File: config.mk
export PLATFORM = sky130hd
export DESIGN_NAME = z16_load_store_unit_flat
export DESIGN_NICKNAME = d
export VERILOG_FILES = /design/src/rtl/z16_load_store_unit_if.sv /design/src/rtl/z16_load_store_unit.sv /design/src/flat_wrapper.sv
export SDC_FILE = /design/constraint.sdc
export NUM_CORES = 1
export LEC_CHECK = 0
export ABC_CLOCK_PERIOD_IN_PS = 3150
export CORE_MARGIN = 8
export CORE_UTILIZATION = 47
export CTS_BUF_LIST = sky130_fd_sc_hd__clkbuf_4
export DETAILED_ROUTE_END_ITERATION = 10
export GPL_TIMING_DRIVEN = 0
export PLACE_DENSITY = 0.95
export RECOVER_POWER = 100
export SLEW_MARGIN = 30
export SYNTH_ARGS = -nofsm -noshare
export SYNTH_HDL_FRONTEND = slang
export SYNTH_SLANG_ARGS = --single-unit
File: constraint.sdc
create_clock -name i_clk -period 3.15 [get_ports i_clk]
set_input_delay 0.315 -clock i_clk [delete_from_list [all_inputs] [get_ports i_clk]]
set_output_delay 0.315 -clock i_clk [all_outputs]
set_load 0.05 [all_outputs]
File: src/rtl/z16_load_store_unit_if.sv
// Execute-stage request/response channel and data-memory port of the Z16 load/store unit.
// master = requester and memory side, slave = the load/store unit.
interface z16_load_store_unit_if;
  logic        req_valid;
  logic        req_ready;
  logic        req_we;
  logic        req_byte;
  logic        req_signed;
  logic [15:0] req_addr;
  logic [15:0] req_wdata;
  logic        resp_valid;
  logic        resp_ready;
  logic [15:0] resp_data;
  logic        resp_err;
  logic [15:0] mem_addr;
  logic        mem_wen;
  logic [15:0] mem_wdata;
  logic [15:0] mem_rdata;

  modport master (
    output req_valid, req_we, req_byte, req_signed, req_addr, req_wdata,
    output resp_ready, mem_rdata,
    input  req_ready, resp_valid, resp_data, resp_err,
    input  mem_addr, mem_wen, mem_wdata
  );

  modport slave (
    input  req_valid, req_we, req_byte, req_signed, req_addr, req_wdata,
    input  resp_ready, mem_rdata,
    output req_ready, resp_valid, resp_data, resp_err,
    output mem_addr, mem_wen, mem_wdata
  );
endinterface

File: src/rtl/z16_load_store_unit.sv
// Z16 load/store unit: one request at a time, byte loads with extension,
// byte stores by read-modify-write, alignment/range checks, valid/ready response.
module z16_load_store_unit #(
  parameter int unsigned MEM_WORDS = 1024
) (
  input  logic                 i_clk,
  input  logic                 i_rst,
  z16_load_store_unit_if.slave bus,
  output logic [1:0]           o_dbg_state
);
  // Handshakes: a transfer happens on a posedge where valid && ready are both high;
  // the request is accepted only in IDLE, and the response holds until resp_ready.
  typedef enum logic [1:0] {
    ST_IDLE  = 2'd0,
    ST_EXEC  = 2'd1,
    ST_WRITE = 2'd2,
    ST_RESP  = 2'd3
  } state_e;

  localparam logic [16:0] ADDR_LIMIT = 17'(2 * MEM_WORDS);

  state_e      state_q, state_d;
  logic        we_q, byte_q, signed_q;
  logic [15:0] addr_q;
  logic [15:0] resp_data_q;
  logic        resp_err_q;
  logic [15:0] mem_addr_q;
  logic [15:0] mem_wdata_q;

  logic        addr_err;
  logic [7:0]  rd_lane;
  logic [15:0] load_val;
  logic [15:0] merged;

  assign addr_err = (!byte_q && addr_q[0]) || ({1'b0, addr_q} >= ADDR_LIMIT);
  assign rd_lane  = addr_q[0] ? bus.mem_rdata[15:8] : bus.mem_rdata[7:0];
  assign load_val = !byte_q   ? bus.mem_rdata :
                    signed_q  ? {{8{rd_lane[7]}}, rd_lane} : {8'h00, rd_lane};
  // mem_wdata_q still holds the raw store data here, so its low byte is the new lane.
  assign merged   = addr_q[0] ? {mem_wdata_q[7:0], bus.mem_rdata[7:0]}
                              : {bus.mem_rdata[15:8], mem_wdata_q[7:0]};

  always_ff @(posedge i_clk) begin
    if (i_rst) state_q <= ST_IDLE;
    else       state_q <= state_d;
  end

  always_comb begin
    state_d = state_q;
    case (state_q)
      ST_IDLE:  if (bus.req_valid) state_d = ST_EXEC;
      ST_EXEC:  state_d = (we_q && byte_q && !addr_err) ? ST_WRITE : ST_RESP;
      ST_WRITE: state_d = ST_RESP;
      ST_RESP:  if (bus.resp_ready) state_d = ST_IDLE;
      default:  state_d = ST_IDLE;
    endcase
  end

  always_comb begin
    bus.req_ready  = !i_rst && (state_q == ST_IDLE);
    bus.resp_valid = (state_q == ST_RESP);
    bus.mem_wen    = !i_rst && (((state_q == ST_EXEC) && we_q && !byte_q && !addr_err) ||
                                (state_q == ST_WRITE));
  end

  always_ff @(posedge i_clk) begin
    if (i_rst) begin
      we_q        <= 1'b0;
      byte_q      <= 1'b0;
      signed_q    <= 1'b0;
      addr_q      <= 16'h0000;
      resp_data_q <= 16'h0000;
      resp_err_q  <= 1'b0;
      mem_addr_q  <= 16'h0000;
      mem_wdata_q <= 16'h0000;
    end else begin
      case (state_q)
        ST_IDLE: begin
          if (bus.req_valid) begin
            we_q       <= bus.req_we;
            byte_q     <= bus.req_byte;
            signed_q   <= bus.req_signed;
            addr_q     <= bus.req_addr;
            // Address is presented from the EXEC cycle on so the read data is ready there.
            mem_addr_q <= {bus.req_addr[15:1], 1'b0};
            if (bus.req_we) mem_wdata_q <= bus.req_wdata;
          end
        end
        ST_EXEC: begin
          resp_err_q  <= addr_err;
          resp_data_q <= (addr_err || we_q) ? 16'h0000 : load_val;
          if (we_q && byte_q && !addr_err) mem_wdata_q <= merged;
        end
        default: ;
      endcase
    end
  end

  assign bus.resp_data = resp_data_q;
  assign bus.resp_err  = resp_err_q;
  assign bus.mem_addr  = mem_addr_q;
  assign bus.mem_wdata = mem_wdata_q;
  assign o_dbg_state   = state_q;
endmodule
File: src/flat_wrapper.sv
// flat-port wrapper written by rule: the top's interface ports become plain ports
module z16_load_store_unit_flat 
#(
  parameter int unsigned MEM_WORDS = 1024
)
  (i_clk, i_rst, o_dbg_state, bus_req_valid, bus_req_we, bus_req_byte, bus_req_signed, bus_req_addr, bus_req_wdata, bus_resp_ready, bus_mem_rdata, bus_req_ready, bus_resp_valid, bus_resp_data, bus_resp_err, bus_mem_addr, bus_mem_wen, bus_mem_wdata);
  z16_load_store_unit_if bus_i ();
  input  logic i_clk;
  input  logic i_rst;
  output logic [1:0] o_dbg_state;
  input wire logic [$bits(bus_i.req_valid)-1:0] bus_req_valid;
  input wire logic [$bits(bus_i.req_we)-1:0] bus_req_we;
  input wire logic [$bits(bus_i.req_byte)-1:0] bus_req_byte;
  input wire logic [$bits(bus_i.req_signed)-1:0] bus_req_signed;
  input wire logic [$bits(bus_i.req_addr)-1:0] bus_req_addr;
  input wire logic [$bits(bus_i.req_wdata)-1:0] bus_req_wdata;
  input wire logic [$bits(bus_i.resp_ready)-1:0] bus_resp_ready;
  input wire logic [$bits(bus_i.mem_rdata)-1:0] bus_mem_rdata;
  output wire logic [$bits(bus_i.req_ready)-1:0] bus_req_ready;
  output wire logic [$bits(bus_i.resp_valid)-1:0] bus_resp_valid;
  output wire logic [$bits(bus_i.resp_data)-1:0] bus_resp_data;
  output wire logic [$bits(bus_i.resp_err)-1:0] bus_resp_err;
  output wire logic [$bits(bus_i.mem_addr)-1:0] bus_mem_addr;
  output wire logic [$bits(bus_i.mem_wen)-1:0] bus_mem_wen;
  output wire logic [$bits(bus_i.mem_wdata)-1:0] bus_mem_wdata;
  assign bus_i.req_valid = bus_req_valid;
  assign bus_i.req_we = bus_req_we;
  assign bus_i.req_byte = bus_req_byte;
  assign bus_i.req_signed = bus_req_signed;
  assign bus_i.req_addr = bus_req_addr;
  assign bus_i.req_wdata = bus_req_wdata;
  assign bus_i.resp_ready = bus_resp_ready;
  assign bus_i.mem_rdata = bus_mem_rdata;
  assign bus_req_ready = bus_i.req_ready;
  assign bus_resp_valid = bus_i.resp_valid;
  assign bus_resp_data = bus_i.resp_data;
  assign bus_resp_err = bus_i.resp_err;
  assign bus_mem_addr = bus_i.mem_addr;
  assign bus_mem_wen = bus_i.mem_wen;
  assign bus_mem_wdata = bus_i.mem_wdata;
  z16_load_store_unit #(.MEM_WORDS(MEM_WORDS)) u_core (.i_clk(i_clk), .i_rst(i_rst), .bus(bus_i), .o_dbg_state(o_dbg_state));
endmodule
==> results.sh <==
export IMPL_fillers=443
export IMPL_tightestPinTransition_ps=774.8
export IMPL_ys_seq_area_share_pct=41.58
export IMPL_drtAntennaViolNets=0
export IMPL_start_util_pct=47.80
export IMPL_worstSetupEndpointType="output port"
export IMPL_postRouteWirelength_mm=8.083
export IMPL_fin_nets=494
export IMPL_power_density_nw_per_um2=817.3
export IMPL_antenna_found_initial=0
export IMPL_hold_path_depth=2
export IMPL_cts_hold_buf=0
export IMPL_final_layout_size_suffix_gt1_share_pct=7.798
export IMPL_synth_common_cells="nand2_1 (64), dfxtp_1 (54), a21oi_1 (44)"
export IMPL_intPower_mw=1.535
export IMPL_postSynthCellCount=322
export IMPL_reg2reg_depth=8
export IMPL_max_slew_margin_rel_pct=47.88
export IMPL_synth_area_um2=2600
export IMPL_syn_to_final_growth_pct=46.34
export IMPL_root_buffer="clkbuf_4"
export IMPL_rrSetupSlack_ps=520
export IMPL_maxSlewViolCount=0
export IMPL_place_hpwl_mm=6.528
export IMPL_wl_per_cell_um=15.91
export IMPL_clk_latency_ps=380
export IMPL_cts_htree_levels=2
export IMPL_instances_no_fill=508
export IMPL_io_buffers=106
export IMPL_drtPass1Iterations=4
export IMPL_synth_most_common_cell="nand2_1"
export IMPL_worstPathMaxFanout=10
export IMPL_dpl_cell_area_um2=3751
export IMPL_drc=0
export IMPL_drv_cap=0
export IMPL_clkTransAtPathRegs_ps=160
export IMPL_skew_ps=15.64
export IMPL_post_route_period_util_pct=91.59
export IMPL_pwr_share_clk_pct=10.3
export IMPL_drtIter0Drc=147
export IMPL_hold_slack_ps=464.6
export IMPL_ir_drop_v=0.0004041
export IMPL_required_ps=2830
export IMPL_numCtsBuffers=5
export IMPL_synthTopCellsByArea="dfxtp_1 (42%), nand2_1 (9.2%), a21oi_1 (8.5%), o21ai_0 (6.4%), mux2i_1 (6.2%)"
export IMPL_synth_top_area_cell="dfxtp_1"
export IMPL_final_area_um2=3805
export IMPL_fin_crit_ps=2885
export IMPL_worst_ep_arrival_time_ps=2570
export IMPL_r2r_start="u_core.o_dbg_state[1]"
export IMPL_synth_net_count=381
export IMPL_grt_pass1_vias=2744
export IMPL_p_sw_share_pct=50.65
export IMPL_hold_class="flop to flop"
export IMPL_place_congestion=0.8662
export IMPL_setup_viol=0
export IMPL_routed_via_density=5.276
export IMPL_grt_pass1_wl_mm=13.04
export IMPL_cts_tree="yes"
export IMPL_r2r_end="u_core.bus.mem_wdata[6]"
export IMPL_die_h_um=90.38
export IMPL_synth_cell_types=33
export IMPL_fin_tns_setup_ps=0
export IMPL_post_route_util_pct=69.96
export IMPL_leakage_nw=1.547
export IMPL_ys_flop_type="dfxtp_1"
export IMPL_ys_ff_latch=54
export IMPL_grt_setup_unrepaired="false"
export IMPL_core_um2=5439
export IMPL_ios=109
export IMPL_die_x_um=90.38
export IMPL_hold_viol=0
export IMPL_grt_total_usage_pct=18.88
export IMPL_power_frac_seq_pct=30.7
export IMPL_diodes=0
export IMPL_num_rows=27
export IMPL_ys_warn_count=0
export IMPL_worstSetupPathType="flop to output port"
export IMPL_share_comb_of_total_power_pct=59.0
export IMPL_status="finished clean"
export IMPL_via_count=2680
export IMPL_p_sw_mw=1.575
export IMPL_overflow=0
export IMPL_hp_start="u_core.addr_q[9]"
export IMPL_synthArstFlopShare_pct=0
export IMPL_hold_end="u_core.addr_q[9]"
export IMPL_synth_top_cell_area_share_pct=41.58
export IMPL_grt_max_degree=19
export IMPL_fmax_mhz=346.6
export IMPL_syn_avg_cell_area_um2=8.075
export IMPL_clock_sinks=54
export IMPL_critPathLaunchType="flop"
export IMPL_clockBufferDepth=2
export IMPL_placedCellCount=500
export IMPL_dieArea_um2=8168
export IMPL_synth_edf_count=0
[power groups by stage]
stage	Combinational, mW	Clock (mW)	Sequential, mW
floorplan	0.891	0	1.37
global placement	1.86	0	0.964
CTS	1.90	0.325	0.959
global route	1.97	0.346	0.975
detailed placement	1.89	0	0.974
finish	1.83	0.320	0.956
[per-stage QoR]
stage	power (mW)	setup slack [ps]
finish	3.110	264.9
global route	3.292	70.08
CTS	3.187	43.86
detailed placement	2.867	472.6
global placement	2.824	459.3
floorplan	2.257	657.8
[worst max-delay path, stage by stage, from the launching register on]
cell and delay, ps:
dfxtp_1 460, inv_1 90, ha_1 290, inv_1 130, clkbuf_1 330, nor2_1 100, dlygate4sd3_1 780
[flip-flops by register name (all words and copies together), names as in the netlist]
| register | flops |
|---|---|
| u_core.byte_q | 1 |
| u_core.bus.resp_err | 1 |
| u_core.o_dbg_state | 2 |
| u_core.we_q | 1 |
| u_core.bus.resp_data | 16 |
| u_core.bus.mem_wdata | 16 |
| u_core.signed_q | 1 |
| u_core.addr_q | 16 |
[layout by cell type (no fill, tap or decap), types with 2 or more instances in the layout]
cell type / synthesis / layout
nor3b_2: 8 / 8
nand3_1: 4 / 4
nor2_1: 17 / 17
a21oi_1: 44 / 44
dlygate4sd3_1: 0 / 52
clkdlybuf4s50_1: 0 / 53
o2111ai_1: 8 / 8
buf_1: 2 / 2
nor4_1: 8 / 8
clkbuf_4: 0 / 5
nand2_1: 64 / 64
or4_1: 2 / 2
o21ai_1: 2 / 2
ha_1: 4 / 4
mux2i_1: 16 / 16
inv_1: 5 / 5
dfxtp_1: 54 / 54
nand4_1: 2 / 2
clkbuf_1: 15 / 18
o21ai_0: 33 / 33
buf_4: 16 / 16
a21boi_0: 2 / 2
[area by class of cell]
cell class / count / area (um2) / area share (%)
well taps: 72 / 90.09 / 2.368
multi-input cells: 226 / 1291 / 33.94
plain buffers: 36 / 202.7 / 5.327
flip-flops and latches: 54 / 1081 / 28.41
clock buffers: 5 / 37.54 / 0.9865
clock inverters: 3 / 25.02 / 0.6577
inverters: 6 / 22.52 / 0.5919
repair buffers: 106 / 1055 / 27.72
[repair_timing]
action / CTS / global route
setup buffers: 0 / 0
setup endpoints to repair: 0 / 1
resized for setup: 0 / 1
[kinds of logic (layout without fill, tap and decap cells)]
kind of cell | after synthesis | after routing | share of synthesized area (%)
buf+inv | 42 | 156 | 8.758
compound gates | 96 | 96 | 21.13
fa+ha+maj | 4 | 4 | 1.925
mux | 16 | 16 | 6.160
flops | 54 | 54 | 41.58
simple gates | 109 | 109 | 20.31
other cells | 1 | 1 | 0.1442
[worst max-delay path by stage]
stage,endpoint,slack (ps),startpoint
after detailed placement,bus_mem_wen,470,u_core.addr_q[11]
final,bus_req_ready,260,u_core.o_dbg_state[0]
after CTS,bus_mem_wen,40,u_core.addr_q[11]
after floorplan,bus_mem_wen,660,u_core.o_dbg_state[0]
after global placement,bus_mem_wen,460,u_core.addr_q[11]
after global routing,bus_mem_wen,70,u_core.o_dbg_state[1]
[routing by layer]
| metal | vias to the layer above | share of wire [%] | global-route usage [%] |
|---|---|---|---|
| li1 | 1334 | - | - |
| met1 | 1236 | 40 | 21.09 |
| met2 | 94 | 50 | 33.68 |
| met3 | 16 | 6.7 | 4.655 |
| met4 | 0 | 2.5 | 7.074 |
| met5 | - | 0 | 0 |
Power figures use the tool's default switching activity.
